`config.mk`:
```
export PLATFORM = sky130hd
export DESIGN_NAME = counter_snapshot_reader_flat
export DESIGN_NICKNAME = d
export VERILOG_FILES = /design/src/rtl/counter_snapshot_reader_pkg.sv /design/src/rtl/counter_snapshot_reader_if.sv /design/src/rtl/snap_delta_calc.sv /design/src/rtl/counter_snapshot_reader.sv /design/src/flat_wrapper.sv
export SDC_FILE = /design/constraint.sdc
export NUM_CORES = 1
export LEC_CHECK = 0
export CORE_ASPECT_RATIO = 1.2
export CORE_MARGIN = 2
export CORE_UTILIZATION = 53
export CTS_CLUSTER_DIAMETER = 60
export CTS_CLUSTER_SIZE = 10
export DETAILED_ROUTE_END_ITERATION = 16
export PLACE_DENSITY = 0.92
export SLEW_MARGIN = 25
export SYNTH_ARGS = -nofsm -noshare
export SYNTH_HDL_FRONTEND = slang
export SYNTH_SLANG_ARGS = --single-unit
```
`constraint.sdc`:
```
create_clock -name clk -period 5.45 [get_ports clk]
set_clock_uncertainty 0.15 [all_clocks]
set_input_delay 1.3625 -clock clk [delete_from_list [all_inputs] [get_ports clk]]
set_output_delay 1.3625 -clock clk [all_outputs]
set_load 0.1 [all_outputs]
```
`src/rtl/counter_snapshot_reader_pkg.sv`:
```
// rtl/counter_snapshot_reader_pkg.sv - shared widths and FSM state encoding for the snapshot reader
package counter_pkg;

    localparam int DATABUS  = 32;
    localparam int COUNTLEN = 64;

    typedef enum logic [2:0] {
        IDLE,
        RD_LO,
        RD_HI,
        WAIT_HI,
        VALID
    } snap_state_e;

endpackage

```
`src/rtl/counter_snapshot_reader_if.sv`:
```
// rtl/counter_snapshot_reader_if.sv - host snapshot handshake plus counter read bus
interface counter_snapshot_reader_if #(
    parameter int DATABUS  = counter_pkg::DATABUS,
    parameter int COUNTLEN = counter_pkg::COUNTLEN
);

    logic                snap_req_i;
    logic                snap_valid_o;
    logic                snap_ready_i;
    logic [COUNTLEN-1:0] snap_data_o;
    logic [COUNTLEN-1:0] snap_delta_o;
    logic                snap_first_o;
    logic                busy_o;
    logic                err_o;
    logic                req_o;
    logic                atomic_o;
    logic                ack_i;
    logic [DATABUS-1:0]  count_i;

    // Environment side: host plus atomic counter.
    modport master (
        output snap_req_i, snap_ready_i, ack_i, count_i,
        input  snap_valid_o, snap_data_o, snap_delta_o, snap_first_o,
               busy_o, err_o, req_o, atomic_o
    );

    modport slave (
        input  snap_req_i, snap_ready_i, ack_i, count_i,
        output snap_valid_o, snap_data_o, snap_delta_o, snap_first_o,
               busy_o, err_o, req_o, atomic_o
    );

endinterface

```
`src/rtl/snap_delta_calc.sv`:
```
// rtl/snap_delta_calc.sv - previous-snapshot history and modular delta
module snap_delta_calc #(
    parameter int COUNTLEN = counter_pkg::COUNTLEN
) (
    input  logic                clk,
    input  logic                reset,
    input  logic                accept_i,
    input  logic [COUNTLEN-1:0] snap_i,
    output logic [COUNTLEN-1:0] delta_o,
    output logic                first_o
);
    import counter_pkg::*;

    logic [COUNTLEN-1:0] prev_q, prev_d;
    logic                first_q, first_d;

    always_comb begin
        prev_d  = prev_q;
        first_d = first_q;
        if (accept_i) begin
            prev_d  = snap_i;
            first_d = 1'b0;
        end
    end

    always_ff @(posedge clk or negedge reset) begin
        if (!reset) begin
            prev_q  <= '0;
            first_q <= 1'b1;
        end else begin
            prev_q  <= prev_d;
            first_q <= first_d;
        end
    end

    // Unsigned subtraction wraps naturally mod 2^COUNTLEN.
    assign delta_o = snap_i - prev_q;
    assign first_o = first_q;

endmodule

```
`src/rtl/counter_snapshot_reader.sv`:
```
// rtl/counter_snapshot_reader.sv - LSB-then-MSB(atomic) reader assembling coherent 64-bit snapshots
module counter_snapshot_reader #(
    parameter int DATABUS  = counter_pkg::DATABUS,
    parameter int COUNTLEN = counter_pkg::COUNTLEN
) (
    input  logic                      clk,
    input  logic                      reset,
    counter_snapshot_reader_if.slave  bus
);
    import counter_pkg::*;

    snap_state_e         state_q, state_d;
    logic [DATABUS-1:0]  lo_q, lo_d;
    logic [DATABUS-1:0]  hi_q, hi_d;
    logic                req_q, atomic_q, err_q, err_d;
    logic                valid;
    logic                accept;
    logic                first;
    logic [COUNTLEN-1:0] snap_data;
    logic [COUNTLEN-1:0] snap_delta;

    always_comb begin
        state_d = state_q;
        lo_d    = lo_q;
        hi_d    = hi_q;
        err_d   = 1'b0;
        case (state_q)
            IDLE: begin
                if (bus.snap_req_i) state_d = RD_LO;
            end
            RD_LO: begin
                state_d = RD_HI;
            end
            // The ack seen here belongs to the LSB request issued in RD_LO.
            RD_HI: begin
                if (bus.ack_i) begin
                    lo_d    = bus.count_i;
                    state_d = WAIT_HI;
                end else begin
                    err_d   = 1'b1;
                    state_d = IDLE;
                end
            end
            WAIT_HI: begin
                if (bus.ack_i) begin
                    hi_d    = bus.count_i;
                    state_d = VALID;
                end else begin
                    err_d   = 1'b1;
                    state_d = IDLE;
                end
            end
            VALID: begin
                if (bus.snap_ready_i) state_d = IDLE;
            end
            default: begin
                state_d = IDLE;
            end
        endcase
    end

    // req/atomic are decoded from the next state so they leave a flop, not a comb path.
    always_ff @(posedge clk or negedge reset) begin
        if (!reset) begin
            state_q  <= IDLE;
            lo_q     <= '0;
            hi_q     <= '0;
            req_q    <= 1'b0;
            atomic_q <= 1'b0;
            err_q    <= 1'b0;
        end else begin
            state_q  <= state_d;
            lo_q     <= lo_d;
            hi_q     <= hi_d;
            req_q    <= (state_d == RD_LO) || (state_d == RD_HI);
            atomic_q <= (state_d == RD_HI);
            err_q    <= err_d;
        end
    end

    assign valid     = (state_q == VALID);
    assign accept    = valid && bus.snap_ready_i;
    assign snap_data = {hi_q, lo_q};

    snap_delta_calc #(
        .COUNTLEN (COUNTLEN)
    ) u_delta (
        .clk      (clk),
        .reset    (reset),
        .accept_i (accept),
        .snap_i   (snap_data),
        .delta_o  (snap_delta),
        .first_o  (first)
    );

    assign bus.snap_valid_o = valid;
    assign bus.snap_data_o  = snap_data;
    assign bus.snap_delta_o = snap_delta;
    assign bus.snap_first_o = valid && first;
    assign bus.busy_o       = (state_q != IDLE);
    assign bus.err_o        = err_q;
    assign bus.req_o        = req_q;
    assign bus.atomic_o     = atomic_q;

endmodule

```
`src/flat_wrapper.sv`:
```
// flat-port wrapper written by rule: the top's interface ports become plain ports
module counter_snapshot_reader_flat import counter_pkg::*;
#(
    parameter int DATABUS  = counter_pkg::DATABUS,
    parameter int COUNTLEN = counter_pkg::COUNTLEN
)
  (clk, reset, bus_snap_req_i, bus_snap_ready_i, bus_ack_i, bus_count_i, bus_snap_valid_o, bus_snap_data_o, bus_snap_delta_o, bus_snap_first_o, bus_busy_o, bus_err_o, bus_req_o, bus_atomic_o);
  counter_snapshot_reader_if #(.DATABUS(DATABUS), .COUNTLEN(COUNTLEN)) bus_i ();
  input  logic clk;
  input  logic reset;
  input wire logic [$bits(bus_i.snap_req_i)-1:0] bus_snap_req_i;
  input wire logic [$bits(bus_i.snap_ready_i)-1:0] bus_snap_ready_i;
  input wire logic [$bits(bus_i.ack_i)-1:0] bus_ack_i;
  input wire logic [$bits(bus_i.count_i)-1:0] bus_count_i;
  output wire logic [$bits(bus_i.snap_valid_o)-1:0] bus_snap_valid_o;
  output wire logic [$bits(bus_i.snap_data_o)-1:0] bus_snap_data_o;
  output wire logic [$bits(bus_i.snap_delta_o)-1:0] bus_snap_delta_o;
  output wire logic [$bits(bus_i.snap_first_o)-1:0] bus_snap_first_o;
  output wire logic [$bits(bus_i.busy_o)-1:0] bus_busy_o;
  output wire logic [$bits(bus_i.err_o)-1:0] bus_err_o;
  output wire logic [$bits(bus_i.req_o)-1:0] bus_req_o;
  output wire logic [$bits(bus_i.atomic_o)-1:0] bus_atomic_o;
  assign bus_i.snap_req_i = bus_snap_req_i;
  assign bus_i.snap_ready_i = bus_snap_ready_i;
  assign bus_i.ack_i = bus_ack_i;
  assign bus_i.count_i = bus_count_i;
  assign bus_snap_valid_o = bus_i.snap_valid_o;
  assign bus_snap_data_o = bus_i.snap_data_o;
  assign bus_snap_delta_o = bus_i.snap_delta_o;
  assign bus_snap_first_o = bus_i.snap_first_o;
  assign bus_busy_o = bus_i.busy_o;
  assign bus_err_o = bus_i.err_o;
  assign bus_req_o = bus_i.req_o;
  assign bus_atomic_o = bus_i.atomic_o;
  counter_snapshot_reader #(.DATABUS(DATABUS), .COUNTLEN(COUNTLEN)) u_core (.clk(clk), .reset(reset), .bus(bus_i));
endmodule
```
==> flow_metrics.tcl, run 1 <==
set metrics [dict create \
    grt_pass1_wl_um 41800 \
    synth_edf_count 0 \
    holdWs_ns 0.333 \
    vias_per_cell 5.93 \
    relSlewSlack_pct 32.6 \
    gr-usage-all-layers_pct 29.7 \
    cp_slowest_cell "fa_1" \
    crit_required_ns 3.94 \
    drc 0 \
    dp_hpwl_um 19100 \
    crit_start "u_core.lo_q[0]" \
    path_cells "inv_1, ha_1, fa_1, nor2b_1, o2111ai_1, a31oi_2, o31ai_1, o22ai_1, o21ai_1, a21oi_1, buf_4, nor4_1, a311oi_2, buf_12" \
    ys_seq_area_share_pct 38.2 \
    num_rows 51 \
    synth_largest_area_cell "dfrtp_1" \
    nets 1237 \
    critical_path_arrival_ns 3.80 \
    period_needed_ns 5.31 \
    tightest_slew_ns 1.01 \
    crit-reg2reg-capture "u_core.u_delta.prev_q[36]" \
    nFillCells 1138 \
    ys_types 59 \
    fin_setup_tns_ns 0 \
    grt_use_met1_pct 36.1 \
    drt_iter0_markers 709 \
    finalHoldViolations 0 \
    antenna_cells 0 \
    root_buffer "clkbuf_16" \
    ys.flop_type "dfrtp_1" \
    ys_seq_elements 135 \
    critical_path_buf_inv_count 3 \
    port_buffers 170 \
    critPathMaxFanout 6 \
    start_util_pct 54.3 \
    synth_top_area_share_pct 37.9 \
    drive_above_1_share_pct 19.9 \
    core_mm2 0.0163 \
    overflow 0 \
    slowest_delay_ns 0.41 \
    rrSetupSlack_ns 3.11 \
    antenna_left 0 \
    setup_viol 0 \
    place.gp.congestion 0.917 \
    grt_max_degree 128 \
    synth_area_leaders "dfrtp_1 (38%), ha_1 (8.9%), mux2_2 (8.2%)" \
    grtUsageMet2_pct 51.7 \
    rr_worst_depth 5 \
    cts_tree "done" \
    grt_pass1_vias 8232 \
    synthesis.instances 984 \
    maxCapViolations 0 \
    yosysWarnings 0 \
    clock_latency_ns 0.42 \
    cts_made_buffers 17 \
    clock_path_buffers 2 \
    pin_count 171 \
    post-route-util_pct 73.4 \
    crit_type "reg -> out" \
    cts_max_level 4 \
    die_w_um 122 \
    post_synth_instance_area_mm2 0.00884 \
    dr.pass1.iters 7 \
    crit_family "compound AO/OA/AOI/OAI gates" \
    wl_per_cell_um 19.4 \
    synth_most_common_cell "dfrtp_1" \
    antenna_found_initial 0 \
    grt.busiest_layer "met2" \
    hold_buffers 0 \
    start_kind "flip-flop" \
    timing.rr.start "u_core.state_q[2]" \
    status "complete, no violations" \
    met3_usage_pct 5.37 \
    avgSynthCellArea_um2 8.98 \
    clk_pin_slew_ns 0.06 \
    syn-num-nets 1085 \
    fp.dieH_um 145 \
    worstHoldPathType "reg -> reg" \
    vias 8060 \
    slew_viol_final 0 \
    crit_cells 14 \
    finalCritPeriodShare_pct 97.4 \
    fmax_ghz 0.188 \
    crit_path_end "bus_snap_delta_o[54]" \
    synth_common_cells "dfrtp_1 (134), nand2_1 (117), o21ai_0 (92)" \
    numClockSinks 135 \
    totalWireLength_um 26400 \
    dieArea_mm2 0.0177 \
    area_growth_pct 35.2 \
    critPathCaptureType "primary output" \
    synth-async-reset-ratio_pct 100 \
]
[per-layer routing]
metal | part of all wire, % | vias up | wire length, um
li1 | - | 3767 | -
met1 | 39 | 3904 | 10400
met2 | 52 | 316 | 13600
met3 | 5.2 | 73 | 1370
met4 | 3.7 | 0 | 976
met5 | 0 | - | 0
[worst register-to-register path, cell delays in order (launching register included)]
cell and delay (ns):
dfrtp_1 0.49, nor3b_1 0.41, and2_4 0.54, buf_16 0.33, nand2_1 0.16, o21ai_0 0.15
[layout by cell type (no fill, tap or decap), drive strengths merged, types with 8 or more instances in the layout]
cell	instances
a211oi	8
a21o	37
a21oi	71
a31oi	12
buf	73
clkbuf	19
clkdlybuf4s50	109
dfrtp	134
ha	63
inv	81
mux2	64
nand2	117
nand3	10
nand4	20
nor2	41
nor2b	9
o21a	11
o21ai	95
o21bai	10
xnor2	41
xor2	20
[what timing repair did]
| item | CTS | global route |
|---|---|---|
| pin swaps | 0 | 3 |
| buffers inserted | 0 | 1 |
| endpoints found under the setup margin | 3 | 10 |
| gates resized for setup | 2 | 15 |
[final cells by class]
type	instances	area [um2]	area share [%]
sequential	135	3380	28.3
clock buffer	19	443	3.71
tap	212	265	2.22
clock inverter	12	201	1.69
multi-input combinational	719	5380	45.0
timing repair buffer	182	1980	16.6
inverter	81	304	2.54
[cell families after synthesis]
logic type / share of synthesized area [%]
compound gates: 19.8
xor+xnor: 6.05
fa+ha+maj: 9.15
buf+inv: 5.61
flops: 38.2
mux: 8.16
simple gates: 13.0
[registers in the layout, indices dropped and copies added, names as in the netlist]
register,count
u_core.u_delta.first_o,1
u_core.lo_q,32
u_core.bus.err_o,1
u_core.bus.req_o,1
u_core.state_q,3
u_core.hi_q,32
u_core.u_delta.prev_q,64
u_core.bus.atomic_o,1
[stage by stage]
stage,std cells,worst slack [ns],area [um2]
2_1_floorplan,984,-0.409,9130
3_3_place_gp,1326,0.398,11200
3_5_place_dp,1326,0.304,11200
4_1_cts,1357,-0.0934,11800
5_1_grt,1360,-0.00836,12000
6_report,1360,0.140,12000
[worst min path at each step]
stage / start / to / cells past startpoint
after floorplan: u_core.u_delta.first_o / u_core.u_delta.first_o / 1
after global placement: u_core.u_delta.first_o / u_core.u_delta.first_o / 1
after detailed placement: u_core.u_delta.first_o / u_core.u_delta.first_o / 1
after CTS: u_core.u_delta.first_o / u_core.u_delta.first_o / 1
after global routing: u_core.u_delta.first_o / u_core.u_delta.first_o / 1
final: u_core.u_delta.first_o / u_core.u_delta.first_o / 1
Power of run 1 is left out: the tool's default activity adds up to more than one toggle a clock period on the data nets, which glitch-free logic cannot reach.
==> run 2: changes to the inputs <==
PLACE_DENSITY = 0.79   (was 0.92)
SLEW_MARGIN = unset   (was 25)
==> run 2 against run 1 <==
  * Design area is 0.22% lower
  * Via count decreased by 2.1%
  * Flip-flop and latch count unchanged
  * Critical endpoint is now bus_snap_delta_o[63]
==> flow_metrics.tcl, run 2 (synthesis results as in run 1) <==
set metrics [dict create \
    cts_max_level 4 \
    antenna_cells 0 \
    finalCritPeriodShare_pct 97.8 \
    layout_commonest_cell "dfrtp_1" \
    largest_registers "u_core.u_delta.prev_q (64), u_core.hi_q (32), u_core.lo_q (32)" \
    wl_met1_um 10300 \
    grt_pass1_vias 7891 \
    numClockSinks 135 \
    drive_above_1_share_pct 20.1 \
    final_area_mm2 0.0119 \
    dpl_cell_area_mm2 0.0112 \
    crit_family "compound AO/OA/AOI/OAI gates" \
    slowest_delay_ns 0.56 \
    largest_reg_flops 64 \
    top_layer_used "met4" \
    period_needed_ns 5.33 \
    rsz0062_at_grt "no" \
    path_cells "ha_2, nand4_1, or4_1, a211oi_2, o31ai_1, o31a_1, o41a_1, o41ai_4, xnor2_2, buf_12" \
    crit_type "reg -> out" \
    nets 1240 \
    seqCellArea_mm2 0.00338 \
    worstHoldPathType "reg -> reg" \
    critPathMaxFanout 6 \
    antenna_left 0 \
    wl_met2_um 12900 \
    hold_buffers 0 \
    clock_path_buffers 2 \
    finalHoldViolations 0 \
    dieArea_mm2 0.0177 \
    dr.pass1.iters 8 \
    num_rows 51 \
    overflow 0 \
    pin_count 171 \
    start_kind "flip-flop" \
    wl_per_cell_um 18.3 \
    drt_iter0_markers 551 \
    vias 7891 \
    area_growth_pct 34.9 \
    start_util_pct 54.3 \
    mostFrequentLayoutCells "dfrtp_1 (132), nand2_1 (117), clkdlybuf4s50_1 (109), o21ai_0 (92), inv_1 (81)" \
    fp.dieH_um 145 \
    cp_slowest_cell "or4_1" \
    place_inst 1331 \
    root_buffer "clkbuf_16" \
    holdWs_ns 0.335 \
    critPathCaptureType "primary output" \
    clk_pin_slew_ns 0.06 \
    slew_viol_final 0 \
    fmax_ghz 0.188 \
    totalWireLength_um 25000 \
    post-route-util_pct 73.3 \
    grt_pass1_wl_um 40500 \
    top_register "u_core.u_delta.prev_q" \
    dp_hpwl_um 19000 \
    port_buffers 170 \
    grt_max_degree 128 \
    crit_required_ns 3.94 \
    critical_path_arrival_ns 3.82 \
    cts_made_buffers 17 \
    die_w_um 122 \
    core_mm2 0.0163 \
    drc 0 \
    antenna_found_initial 0 \
    gr-usage-all-layers_pct 28.9 \
    cts_tree "done" \
    setup_viol 0 \
    multi_input_area_mm2 0.00536 \
    relSlewSlack_pct 22.4 \
    critical_path_buf_inv_count 1 \
    status "complete, no violations" \
    wl_met3_um 1070 \
    clock_latency_ns 0.42 \
    nFillCells 1233 \
    place.gp.congestion 0.937 \
    tightest_slew_ns 1.16 \
    vias_per_cell 5.79 \
    instances_no_fill 1364 \
    maxCapViolations 0 \
]
==> run 2: cell count changes in the layout (fill, tap and decap cells not counted), moves of 2 or more <==
| cell | change |
|---|---|
| inv_6 | +3 |
| clkinvlp_4 | +3 |
| buf_12 | +4 |
| ha_4 | -3 |
| bufinv_16 | -3 |
| o22ai_1 | -2 |
| ha_1 | +2 |
| o22ai_2 | +2 |
==> run 2: cell type report <==
class,count,area share [%]
clock buffer,19,3.71
clock inverter,13,1.23
inverter,81,2.55
multi-input combinational,719,44.9
sequential,135,28.4
tap,212,2.22
timing repair buffer,185,17.0
==> run 2: what timing repair did <==
| action | 4_1_cts | 5_1_grt |
|---|---|---|
| pin swaps | 4 | 4 |
| endpoints found under the setup margin | 4 | 13 |
| setup buffers | 0 | 1 |
| gates resized for setup | 9 | 7 |
==> run 2: path summary, 6_finish.rpt <==
kind / start / endpoint / slack (ns) / cells after the start
hold / removal: u_core.u_delta.first_o / u_core.u_delta.first_o / 0.33 / 1
hold reg to reg: u_core.u_delta.first_o / u_core.u_delta.first_o / 0.33 / 1
setup / recovery: u_core.lo_q[12] / bus_snap_delta_o[63] / 0.12 / 10
min in group asynchronous: reset / u_core.lo_q[27] / 0.81 / 1
max in group asynchronous: reset / u_core.u_delta.prev_q[34] / 3.42 / 2
setup reg to reg: u_core.state_q[2] / u_core.u_delta.prev_q[63] / 2.89 / 3
==> run 2: routing by layer <==
layer	up-vias	GRT usage (%)
li1	3768	-
met1	3831	35.5
met2	244	50.9
met3	48	4.27
met4	0	10.5
met5	-	0
==> run 2: worst register-to-register path: stages (launching register included) <==
cell and delay, ns:
dfrtp_1 0.50, nor3b_1 0.43, and2_4 0.92, mux2_2 0.44
==> run 2: through the flow <==
| stage | worst slack, ns | setup TNS [ns] |
|---|---|---|
| 2_1_floorplan | -0.409 | -0.918 |
| 3_3_place_gp | 0.406 | 0 |
| 3_5_place_dp | 0.301 | 0 |
| 4_1_cts | 0.00340 | 0 |
| 5_1_grt | 0.00512 | 0 |
| 6_report | 0.119 | 0 |
Power of run 2 is left out for the same reason.
==> run 3: changes to the inputs <==
GPL_TIMING_DRIVEN = 0   (was unset)
==> run 3 against run 2 <==
  * Largest cell class unchanged
  * Maximum frequency decreased by 1.8%
  * Die area unchanged
  * Critical endpoint unchanged
  * Register-to-register slack got worse by 0.73 ns
  * Global-route usage increased by 0.44 points
==> flow_metrics.tcl, run 3 (synthesis results as in run 1) <==
set metrics [dict create \
    clock_latency_ns 0.43 \
    seqCellArea_mm2 0.00338 \
    antenna_left 0 \
    maxCapViolations 0 \
    worstHoldPathType "reg -> reg" \
    area_growth_pct 33.7 \
    dieArea_mm2 0.0177 \
    gr-usage-all-layers_pct 29.3 \
    drt_iter0_markers 524 \
    rr_worst_depth 8 \
    largest_reg_flops 64 \
    rrSetupSlack_ns 2.16 \
    nets 1276 \
    start_util_pct 54.3 \
    layout_commonest_cell "dfrtp_1" \
    clock_path_buffers 2 \
    cts_tree "done" \
    overflow 0 \
    finalHoldViolations 0 \
    hold_buffers 0 \
    wl_per_cell_um 18.4 \
    multi_input_area_mm2 0.00538 \
    timing.rr.start "u_core.state_q[1]" \
    period_needed_ns 5.43 \
    grt_pass1_wl_um 40900 \
    vias 8010 \
    start_kind "flip-flop" \
    nFillCells 1265 \
    num_rows 51 \
    setup_viol 0 \
    pin_count 171 \
    rsz0062_at_grt "yes" \
    root_buffer "clkbuf_16" \
    port_buffers 170 \
    slew_viol_final 0 \
    clk_pin_slew_ns 0.06 \
    crit_start "u_core.lo_q[14]" \
    status "complete, no violations" \
    mostFrequentLayoutCells "dfrtp_1 (132), clkdlybuf4s50_1 (120), nand2_1 (117), o21ai_0 (92), inv_1 (81)" \
    largest_registers "u_core.u_delta.prev_q (64), u_core.hi_q (32), u_core.lo_q (32)" \
    path_cells "ha_1, clkbuf_4, nand4_1, or4_4, a211oi_4, o31ai_2, o31a_1, o41a_1, o41ai_4, xnor2_2, buf_6" \
    tightest_slew_ns 1.00 \
    fp.dieH_um 145 \
    finalCritPeriodShare_pct 99.6 \
    dpl_cell_area_mm2 0.0111 \
    fmax_ghz 0.184 \
    antenna_cells 0 \
    slowest_delay_ns 0.56 \
    place.gp.congestion 0.953 \
    numClockSinks 135 \
    drive_above_1_share_pct 17.7 \
    crit_required_ns 3.94 \
    crit-reg2reg-capture "u_core.u_delta.prev_q[21]" \
    crit_type "reg -> out" \
    grt_max_degree 86 \
    final_area_mm2 0.0118 \
    critPathCaptureType "primary output" \
    relSlewSlack_pct 33.0 \
    dr.pass1.iters 5 \
    cts_max_level 4 \
    critPathMaxFanout 7 \
    die_w_um 122 \
    dp_hpwl_um 19500 \
    crit_path_end "bus_snap_delta_o[63]" \
    top_register "u_core.u_delta.prev_q" \
    drc 0 \
    cts_made_buffers 17 \
    antenna_found_initial 0 \
    totalWireLength_um 25800 \
    critical_path_arrival_ns 3.91 \
    core_mm2 0.0163 \
    cp_slowest_cell "or4_4" \
    vias_per_cell 5.72 \
    grt_pass1_vias 7974 \
]
run 3: cell count changes in the layout (fill, tap and decap cells not counted), moves of 10 or more:
cell / change
clkbuf_1: +35
buf_4: -32
buf_12: -29
clkdlybuf4s50_1: +11
clkbuf_4: +10
dlygate4sd2_1: +10
run 3: final cells by class:
cell class | instances | area share (%)
multi-input combinational | 719 | 45.6
sequential | 135 | 28.6
timing repair buffer | 174 | 14.1
clock buffer | 21 | 4.07
inverter | 81 | 2.57
tap | 212 | 2.25
buffer | 47 | 1.60
clock inverter | 11 | 1.23
run 3: worst min-delay path by stage:
stage,startpoint,endpoint,cells after the start
after floorplan,u_core.u_delta.first_o,u_core.u_delta.first_o,1
after global placement,u_core.u_delta.first_o,u_core.u_delta.first_o,1
after detailed placement,u_core.u_delta.first_o,u_core.u_delta.first_o,1
after CTS,u_core.u_delta.first_o,u_core.u_delta.first_o,1
after global routing,u_core.u_delta.first_o,u_core.u_delta.first_o,1
final,u_core.u_delta.first_o,u_core.u_delta.first_o,1
run 3: metal layers:
metal	routed length, um	vias to the layer above	track usage, %	part of all wire, %
met3	1250	57	4.62	4.8
met5	0	-	0	0
li1	-	3843	-	-
met4	931	0	13.4	3.6
met1	10700	3859	36.6	41
met2	12900	251	49.5	50
run 3: repair_timing:
item | 4_1_cts | 5_1_grt
setup buffers | 1 | 2
pin swaps | 2 | 2
gates resized for setup | 195 | 41
setup endpoints to repair | 48 | 38
run 3: metrics by stage:
| stage | util [%] | hold WS, ns | cells | TNS (ns) | worst slack [ns] |
|---|---|---|---|---|---|
| final | 72.6 | 0.330 | 1400 | 0 | 0.0237 |
| after global routing | 72.6 | 0.353 | 1400 | -0.331 | -0.143 |
| after CTS | 72.1 | 0.334 | 1400 | -0.0688 | -0.0364 |
| after detailed placement | 68.4 | 0.323 | 1367 | -12.85 | -0.743 |
| after global placement | 68.2 | 0.322 | 1366 | -351.21 | -3.04 |
| after floorplan | - | 0.312 | 984 | -0.918 | -0.409 |
run 3: critical path: cells and delay by family, from the launching register on:
kind	cells	cell delay, ns
fa+ha+maj	1	0.29
buf+inv	2	0.41
flops	1	0.41
simple gates	2	0.69
compound gates	5	1.53
xor+xnor	1	0.16
Power of run 3 is left out for the same reason.
